File: src/rtl/cond_flag_unit.sv
// cond_flag_unit: architectural NZCV flag register plus condition gating of the
// multi-cycle control FSM write strobes.
//
// The condition evaluator's CondEx is captured once per instruction on CondLatch,
// and the captured value (CondExD) gates the PC, register-file, memory and flag
// writes. There is no combinational path from CondEx to any output.
//
// Optional build macro COND_PERF_CNT_EN adds the saturating counters ExecCnt and
// SquashCnt. Each InstrDone pulse increments one of them, depending on CondExD.
module cond_flag_unit #(
    parameter int unsigned CNT_W = 16
) (
    input  logic             clk,
    input  logic             reset,
    input  logic [3:0]       ALUFlags,
    input  logic [1:0]       FlagW,
    input  logic             CondEx,
    input  logic             CondLatch,
    input  logic             InstrDone,
    input  logic             PCS,
    input  logic             NextPC,
    input  logic             RegW,
    input  logic             MemW,
`ifdef COND_PERF_CNT_EN
    output logic [CNT_W-1:0] ExecCnt,
    output logic [CNT_W-1:0] SquashCnt,
`endif
    output logic [3:0]       Flags,
    output logic             CondExD,
    output logic             PCWrite,
    output logic             RegWrite,
    output logic             MemWrite
);

    logic [3:0] flags_q;
    logic       cond_ex_q;
    logic       flag_w_nz;
    logic       flag_w_cv;

    // Flag writes are themselves conditional on the latched condition
    always_comb begin
        flag_w_nz = FlagW[1] & cond_ex_q;
        flag_w_cv = FlagW[0] & cond_ex_q;
    end

    // Condition latch: capture CondEx only in the Decode cycle
    always_ff @(posedge clk) begin
        if (reset) begin
            cond_ex_q <= 1'b0;
        end else if (CondLatch) begin
            cond_ex_q <= CondEx;
        end
    end

    // NZCV register with independent N,Z and C,V field enables
    always_ff @(posedge clk) begin
        if (reset) begin
            flags_q <= 4'b0000;
        end else begin
            if (flag_w_nz) begin
                flags_q[3:2] <= ALUFlags[3:2];
            end
            if (flag_w_cv) begin
                flags_q[1:0] <= ALUFlags[1:0];
            end
        end
    end

    // Write-strobe gating from the registered condition; NextPC (fetch) is never gated
    always_comb begin
        Flags    = flags_q;
        CondExD  = cond_ex_q;
        PCWrite  = (PCS & cond_ex_q) | NextPC;
        RegWrite = RegW & cond_ex_q;
        MemWrite = MemW & cond_ex_q;
    end

`ifdef COND_PERF_CNT_EN
    localparam logic [CNT_W-1:0] CntMax = {CNT_W{1'b1}};
    localparam logic [CNT_W-1:0] CntOne = {{(CNT_W-1){1'b0}}, 1'b1};

    logic [CNT_W-1:0] exec_cnt_q;
    logic [CNT_W-1:0] exec_cnt_d;
    logic [CNT_W-1:0] squash_cnt_q;
    logic [CNT_W-1:0] squash_cnt_d;

    // Next counter values; cond_ex_q is the pre-latch value when CondLatch coincides
    always_comb begin
        exec_cnt_d   = exec_cnt_q;
        squash_cnt_d = squash_cnt_q;
        if (InstrDone) begin
            if (cond_ex_q) begin
                if (exec_cnt_q != CntMax) begin
                    exec_cnt_d = exec_cnt_q + CntOne;
                end
            end else begin
                if (squash_cnt_q != CntMax) begin
                    squash_cnt_d = squash_cnt_q + CntOne;
                end
            end
        end
    end

    // Counter registers
    always_ff @(posedge clk) begin
        if (reset) begin
            exec_cnt_q   <= '0;
            squash_cnt_q <= '0;
        end else begin
            exec_cnt_q   <= exec_cnt_d;
            squash_cnt_q <= squash_cnt_d;
        end
    end

    // Counter outputs
    always_comb begin
        ExecCnt   = exec_cnt_q;
        SquashCnt = squash_cnt_q;
    end
`endif

endmodule

File: config.mk
export PLATFORM = sky130hd
export DESIGN_NAME = cond_flag_unit
export DESIGN_NICKNAME = d
export VERILOG_FILES = /design/src/rtl/cond_flag_unit.sv
export SDC_FILE = /design/constraint.sdc
export NUM_CORES = 1
export LEC_CHECK = 0
export BUFFER_PORTS_ARGS = -buffer_cell sky130_fd_sc_hd__buf_4
export CORE_AREA = 3 3 40 42
export CTS_BUF_LIST = sky130_fd_sc_hd__clkbuf_2
export CTS_CLUSTER_DIAMETER = 40
export DETAILED_ROUTE_END_ITERATION = 10
export DIE_AREA = 0 0 43 45
export PLACE_DENSITY = 0.45
export RECOVER_POWER = 100
export SLEW_MARGIN = 0
export SYNTH_ARGS = -nofsm -noshare
export SYNTH_HDL_FRONTEND = slang
export SYNTH_SLANG_ARGS = --single-unit
File: constraint.sdc
create_clock -name clk -period 1.03 [get_ports clk]
set_clock_uncertainty 0.05 [all_clocks]
set_input_delay 0.103 -clock clk [delete_from_list [all_inputs] [get_ports clk]]
set_output_delay 0.103 -clock clk [all_outputs]
set_load 0.1 [all_outputs]
==> results of run 1 <==
## placed cells by master (no fill, tap or decap)
master     n
clkbuf_2   4
a21bo_2    2
nor2_1     1
a21bo_1    2
buf_6      1
buf_4     20
and2_4     2
mux2i_1    1
buf_12     3
a21oi_1    1
nand3_1    4
a21o_4     1
a21oi_2    3
dfxtp_4    5
## logic make-up (layout without fill, tap and decap cells)
logic type	count (synthesis)	count (layout)	synth area share, %
AO/OA/AOI/OAI	9	9	30.06
buffers and inverters	1	28	4.918
flip-flops	5	5	43.72
multiplexers	1	1	4.372
AND/OR/NAND/NOR	7	7	16.94
## sequential cells by signal, indices dropped and copies added (netlist names)
signal and cells:
CondExD 1, Flags 4
## metrics by stage
step	instances	hold WS, ns	cell area, µm²	TNS (ns)
detailed placement	59	0.2496	429.2	0
finish	65	0.02246	516.7	-0.1593
global placement	59	0.2464	429.2	0
CTS	65	0.009469	505.5	-0.1930
floorplan	23	0.1124	256.5	-0.4211
global route	65	0.01884	516.7	-0.4072
## repair_timing
item,in CTS,in global routing
buffers inserted,2,0
pin swaps,3,3
resized for setup,10,3
setup endpoints to repair,4,8
## worst max-delay path by stage
stage,startpoint,to,slack [ns],depth (start not counted)
finish,CondExD,PCWrite,-0.07,2
global route,CondExD,PCWrite,-0.10,2
CTS,CondExD,PCWrite,-0.08,2
detailed placement,CondExD,MemWrite,0.07,2
global placement,CondExD,MemWrite,0.09,2
floorplan,CondExD,MemWrite,-0.15,2
## routing by layer
| metal | GRT usage [%] | wire length, µm | vias up | part of all wire, % |
|---|---|---|---|---|
| met2 | 15.57 | 443 | 5 | 55 |
| li1 | - | - | 138 | - |
| met4 | 5.422 | 0 | 0 | 0 |
| met5 | 0 | 0 | - | 0 |
| met3 | 3.187 | 46 | 0 | 5.8 |
| met1 | 8.434 | 309 | 115 | 39 |
## worst register-to-register path, stage by stage, from the launching register on
cell,delay [ns]
dfxtp_4,0.36
buf_4,0.14
buf_4,0.13
a21bo_2,0.19
a21oi_2,0.10
## power breakdown
part | total (mW) | switching [mW] | internal [mW]
Combinational | 0.214 | 0.127 | 0.0873
Sequential | 0.197 | 0.00551 | 0.192
Clock | 0.194 | 0.0906 | 0.103
Total | 0.605 | 0.223 | 0.382
## cell type report
| cell class | count | area share [%] |
|---|---|---|
| timing repair buffer | 24 | 42.86 |
| multi-input combinational | 17 | 26.63 |
| sequential | 5 | 23.00 |
| clock buffer | 4 | 3.874 |
| tap | 15 | 3.632 |
==> results.cfg, run 1 <==
[status]
status = finished with violations
violations = negative setup slack

[logic_synthesis]
synth_nets = 38
synth_top_area_cell = dfxtp_1
synth_top_cell_area_share_pct = 43.72
synth_flop_cell = dfxtp_1
synth.distinct_cells = 10
yosys_warnings = 0
synthArstFlopShare_pct = 0
synth-seq-area-share_pct = 43.72
yosysMostFrequentCell = dfxtp_1
syn-cell-area_um2 = 229.0
synthCells = 23
synth_area_leaders = dfxtp_1 44%, a21bo_1 8.7%, a21bo_2 8.7%
synth-edff-count = 0
synth-seq-cells = 5
synth_commonest_cells = 5 x dfxtp_1, 4 x a21oi_1, 4 x nand3_1
syn_avg_cell_area_um2 = 9.955

[timing]
finalCritPeriodShare_pct = 106.9
slew_headroom_pct = 81.31
min_period_ns = 1.101
finalWorstSetupSlack_ns = -0.07092
rsz0062_at_grt = yes
max_freq_mhz = 908.3
hold_viol_final = 0
slew_viol_final = 0
setup_violations = 5
max_slew.worst_pin.slew_ns = 0.2827

[final_layout]
post-route-util_pct = 40.21
layout-drive-gt1-share_pct = 82.00
nFillCells = 135
area.growth.synth_to_final_pct = 125.7
multi_input_area_um2 = 137.6
antennaDiodeCount = 0
final_net_count = 66
regArea_um2 = 118.9

[route]
dr.first_iter.drc_count = 2
drc = 0
vias = 258
viasPerCell = 3.969
routedWlPerCell_um = 12.29
firstDrtPassIters = 3
routed_wl_um = 799
antenna_left = 0

[run]
max_cap_violations = 0

[critical_path]
reg2reg_to = Flags[3]
crit_slowest_cell = dfxtp_4
cp.required_ns = 0.88
max_stage_delay_ns = 0.36
critPathBufInv = 1
worstPathCellList = a21o_4 -> buf_12
cp_data_arrival_time_ns = 0.95
critPathKind = reg -> out
setup.worst_path.start_class = flip-flop
crit_path_max_fanout = 5
r2r-start = CondExD
r2r_cells = 4
worstSetupEndpointType = output port
r2r_setup_slack_ns = 0
cp_top_family = flip-flops

[floorplan]
core_area_um2 = 1285
rows = 13
die_area_um2 = 1935
start_util_pct = 17.82
die_h_um = 45
ios = 23
die_w_um = 43

[placed_design]
place_ws_ns = 0.06642
routabilityCongestion = 0.6129
numPortBuffers = 21

[clocking]
cts-root-buf = clkbuf_2
cts-htree-levels = 1
cts_tree = built
hold_buffers = 0
path_clk_slew_ns = 0.07
clock_sinks = 5
cts_buffers = 3
clock_latency_ns = 0.22
cts_max_path_buffers = 2

[min_path]
hp-start = reset
min-delay-path-class = in -> reg
min_to = Flags[3]
holdPathStages = 2

[power_and_ir_drop]
power.density_nw_per_um2 = 1171
p_leak_nw = 0.2392
p_total_mw = 0.6050
ir_drop_mv = 0.3857

[global_route]
antenna_found_initial = 0
track_usage_pct = 8.659
grt_overflow = 0
grt_max_degree = 6
grt_pass1_vias = 281
grt_pass1_wl_mm = 1.221
Power figures use the tool's default switching activity.
==> inputs of run 2 (changes only) <==
CELL_PAD_IN_SITES_DETAIL_PLACEMENT = 1   (was not set)
CELL_PAD_IN_SITES_GLOBAL_PLACEMENT = 2   (was not set)
CORE_AREA = not set   (was 3 3 40 42)
CORE_MARGIN = 3   (was not set)
CORE_UTILIZATION = 17   (was not set)
DIE_AREA = not set   (was 0 0 43 45)
PLACE_DENSITY = 0.77   (was 0.45)
==> run 2 against run 1 <==
  * Cell area fell by 6.8%
  * Count of clock-buffer cells in the layout did not move
  * Die area is 5.8% lower
  * Combinational power is 6% lower
  * Worst hold slack gained 0.0022 ns
  * Non-clock buffer count down 2
  * Global-route usage is 0.78 points higher
  * The run still ends with negative setup slack left
  * Register-to-register slack better by 0.04 ns
  * Maximum frequency is 0.56% higher
  * Largest cell class unchanged
==> results.cfg, run 2 (same netlist as run 1, synthesis figures left out) <==
[timing]
finalWorstSetupSlack_ns = -0.06482
min_period_ns = 1.095
max_freq_mhz = 913.4
rsz0062_at_grt = yes
slew_viol_final = 0
slew_headroom_pct = 81.48
max_slew.worst_pin.slew_ns = 0.2802
finalCritPeriodShare_pct = 106.3
hold_viol_final = 0
setup_violations = 4

[route]
viasPerCell = 4.355
vias = 270
antenna_left = 0
firstDrtPassIters = 4
routedWlPerCell_um = 12.16
drc = 0
routed_wl_um = 754
dr.first_iter.drc_count = 3

[placed_design]
dp_cells = 57
numPortBuffers = 21
place_ws_ns = 0.02958
routabilityCongestion = 0.7027

[critical_path]
cp_data_arrival_time_ns = 0.94
r2r_cells = 3
crit_path_max_fanout = 6
setup.worst_path.start_class = flip-flop
critPathKind = reg -> out
cp.required_ns = 0.88
worstSetupEndpointType = output port

[status]
status = finished with violations
violations = negative setup slack

[final_layout]
post-route-util_pct = 40.61
largest_reg_flops = 4
regArea_um2 = 115.1
multi_input_area_um2 = 126.4
final_cell_mix = 19 x buf_4, 4 x dfxtp_4, 4 x nand3_1, 4 x a21oi_1, 4 x clkbuf_2
antennaDiodeCount = 0
layout-drive-gt1-share_pct = 72.92
final_common_cell = buf_4
layoutNonFillerInstCount = 62
final_net_count = 64
area.growth.synth_to_final_pct = 110.4
nFillCells = 138

[global_route]
grt_pass1_wl_mm = 1.248
grt_pass1_vias = 294
grt_overflow = 0
grt_max_degree = 9
track_usage_pct = 9.437
antenna_found_initial = 0

[clocking]
cts-root-buf = clkbuf_2
cts_buffers = 3
cts-htree-levels = 1
path_clk_slew_ns = 0.06
hold_buffers = 0
clock_latency_ns = 0.21
cts_max_path_buffers = 2
cts_tree = built
clock_sinks = 5

[power_and_ir_drop]
ir_drop_mv = 0.4857
p_leak_nw = 0.2271
power.density_nw_per_um2 = 1208

[floorplan]
core_area_um2 = 1186
rows = 12
ios = 23
die_area_um2 = 1823
die_w_um = 42.70
start_util_pct = 19.30
die_h_um = 42.70

[min_path]
holdPathStages = 2
min-delay-path-class = in -> reg

[run]
max_cap_violations = 0
## run 2: changes by cell type in the layout (fill, tap and decap cells not counted)
cell and change:
a21oi_2 -3, dfxtp_1 +1, dfxtp_4 -1, buf_6 -1, a21oi_1 +3, buf_4 -1
## run 2: cell type report
cell class,count,area share (%)
Clock buffer,4,4.156
Multi-Input combinational cell,17,26.23
Sequential cell,5,23.90
Tap cell,14,3.636
Timing Repair Buffer,22,42.08
## run 2: timing repair
action	4_1_cts	5_1_grt
gates resized for setup	9	0
pin swaps	0	1
setup endpoints to repair	4	4
buffers inserted	1	0
## run 2: worst paths after layout
kind,startpoint,end,slack (ns)
worst min-delay path,reset,Flags[3],0.02
worst min register to register,Flags[0],Flags[0],0.52
worst max register to register,CondExD,Flags[2],0.04
worst max-delay path,CondExD,PCWrite,-0.06
## run 2: through the flow
step / hold WS [ns] / total power [mW] / cell area [µm²] / setup TNS [ns]
3_5_place_dp: 0.2459 / 0.3841 / 420.4 / 0
6_report: 0.02465 / 0.5818 / 481.7 / -0.1405
4_1_cts: 0.007336 / 0.5913 / 485.5 / -0.2203
5_1_grt: 0.02489 / 0.6112 / 481.7 / -0.3066
2_1_floorplan: 0.1124 / 0.3212 / 256.5 / -0.4211
3_3_place_gp: 0.2441 / 0.3796 / 420.4 / 0
## run 2: worst max-delay path, stage by stage (launching register included)
cell and delay [ns]:
dfxtp_4 0.36, a21o_4 0.21, buf_12 0.16
## run 2: metal layers
metal	global-route usage (%)	vias up	wire length, µm
met1	8.883	123	263
met4	9.317	0	9
met3	1.695	2	61
li1	-	133	-
met5	0	-	0
met2	16.47	12	420
## run 2: power breakdown
part	internal (mW)	switching (mW)
combinational	0.0796	0.122
clock	0.103	0.0775
sequential	0.194	0.00607
total	0.376	0.205
==> inputs of run 3 (changes only) <==
SKIP_CTS_REPAIR_TIMING = 1   (was not set)
==> run 3 against run 2 <==
  * The flow still finishes with violations (negative setup slack)
  * Register-to-register slack about the same
  * Die area unchanged
  * Count of clock-buffer cells in the layout stayed put
  * Sequential share of layout area is 0.72 points higher
  * Routed wire length shrank 1.3%
  * Critical path type unchanged
==> results.cfg, run 3 (same netlist as run 1, synthesis figures left out) <==
[status]
status = finished with violations
violations = negative setup slack

[timing]
rsz0062_at_grt = yes
min_period_ns = 1.108
max_slew.worst_pin.slew_ns = 0.2800
setup_violations = 4
slew_viol_final = 0
slew_headroom_pct = 81.49
max_freq_mhz = 902.4
finalWorstSetupSlack_ns = -0.07813
finalCritPeriodShare_pct = 107.6
hold_viol_final = 0

[placed_design]
routabilityCongestion = 0.7027
dp_cells = 57
numPortBuffers = 21
place_area_um2 = 420.4
place_ws_ns = 0.02958

[critical_path]
crit_slowest_cell = dfxtp_4
crit_path_max_fanout = 8
cp_data_arrival_time_ns = 0.96
max_stage_delay_ns = 0.37
critPathKind = reg -> out
setup.worst_path.start_class = flip-flop
worstSetupEndpointType = output port
cp.required_ns = 0.88
cp_top_family = flip-flops
worstPathCellList = a21o_4 -> buf_12
critPathBufInv = 1

[final_layout]
final_common_cell = buf_4
nFillCells = 137
final_cell_mix = 18 x buf_4, 5 x dfxtp_4, 4 x nand3_1, 4 x a21oi_1, 4 x clkbuf_2
largest_reg_flops = 4
layoutNonFillerInstCount = 62
multi_input_area_um2 = 126.4
post-route-util_pct = 40.72
final_net_count = 64
layout-drive-gt1-share_pct = 75.00
antennaDiodeCount = 0
final_area_um2 = 483.0
regArea_um2 = 118.9
area.growth.synth_to_final_pct = 110.9

[floorplan]
rows = 12
die_w_um = 42.70
die_h_um = 42.70
die_area_um2 = 1823
core_area_um2 = 1186
start_util_pct = 19.30
ios = 23

[power_and_ir_drop]
p_total_mw = 0.5786
ir_drop_mv = 0.4673
p_leak_nw = 0.2277
power.density_nw_per_um2 = 1198

[global_route]
track_usage_pct = 9.004
grt_max_degree = 14
antenna_found_initial = 0
grt_overflow = 0
grt_pass1_wl_mm = 1.200
grt_pass1_vias = 294

[route]
viasPerCell = 4.290
drc = 0
routedWlPerCell_um = 12.00
dr.first_iter.drc_count = 2
vias = 266
routed_wl_um = 744
firstDrtPassIters = 2
antenna_left = 0

[run]
max_cap_violations = 0

[clocking]
cts_max_path_buffers = 2
cts_buffers = 3
cts_tree = built
clock_latency_ns = 0.21
cts-root-buf = clkbuf_2
cts-htree-levels = 1
clock_sinks = 5
path_clk_slew_ns = 0.06

[min_path]
min-delay-path-class = in -> reg
run 3: power breakdown:
part / total (mW) / switching [mW] / internal, mW / leakage, nW
clock network: 0.180 / 0.0775 / 0.103 / 0.0166
logic: 0.199 / 0.120 / 0.0784 / 0.167
registers: 0.200 / 0.00745 / 0.192 / 0.0444
total: 0.579 / 0.205 / 0.373 / 0.228
run 3: area by class of cell:
| cell class | count | share of cell area [%] |
|---|---|---|
| Tap cell | 14 | 3.627 |
| Clock buffer | 4 | 4.145 |
| Sequential cell | 5 | 24.61 |
| Multi-Input combinational cell | 17 | 26.17 |
| Timing Repair Buffer | 22 | 41.45 |
run 3: final timing paths:
kind	from	endpoint	slack, ns	cells after the start
max	CondExD	PCWrite	-0.08	2
min	reset	Flags[3]	0.02	2
min reg2reg	CondExD	Flags[2]	0.50	2
max reg2reg	CondExD	Flags[3]	0.05	3
run 3: per-layer routing:
layer  vias to the layer above  share of wire [%]  GRT usage, %
li1                        132                  -             -
met1                       122                 35         8.122
met2                        10                 56         15.57
met3                         2                7.5         2.119
met4                         0                1.2         9.317
met5                         -                  0             0
run 3: per-stage QoR:
stage	hold WS, ns	TNS [ns]
after floorplan	0.1124	-0.4211
after global placement	0.2441	0
after detailed placement	0.2459	0
after CTS	0.007336	-0.7241
after global routing	0.02489	-0.4256
final	0.02344	-0.2221
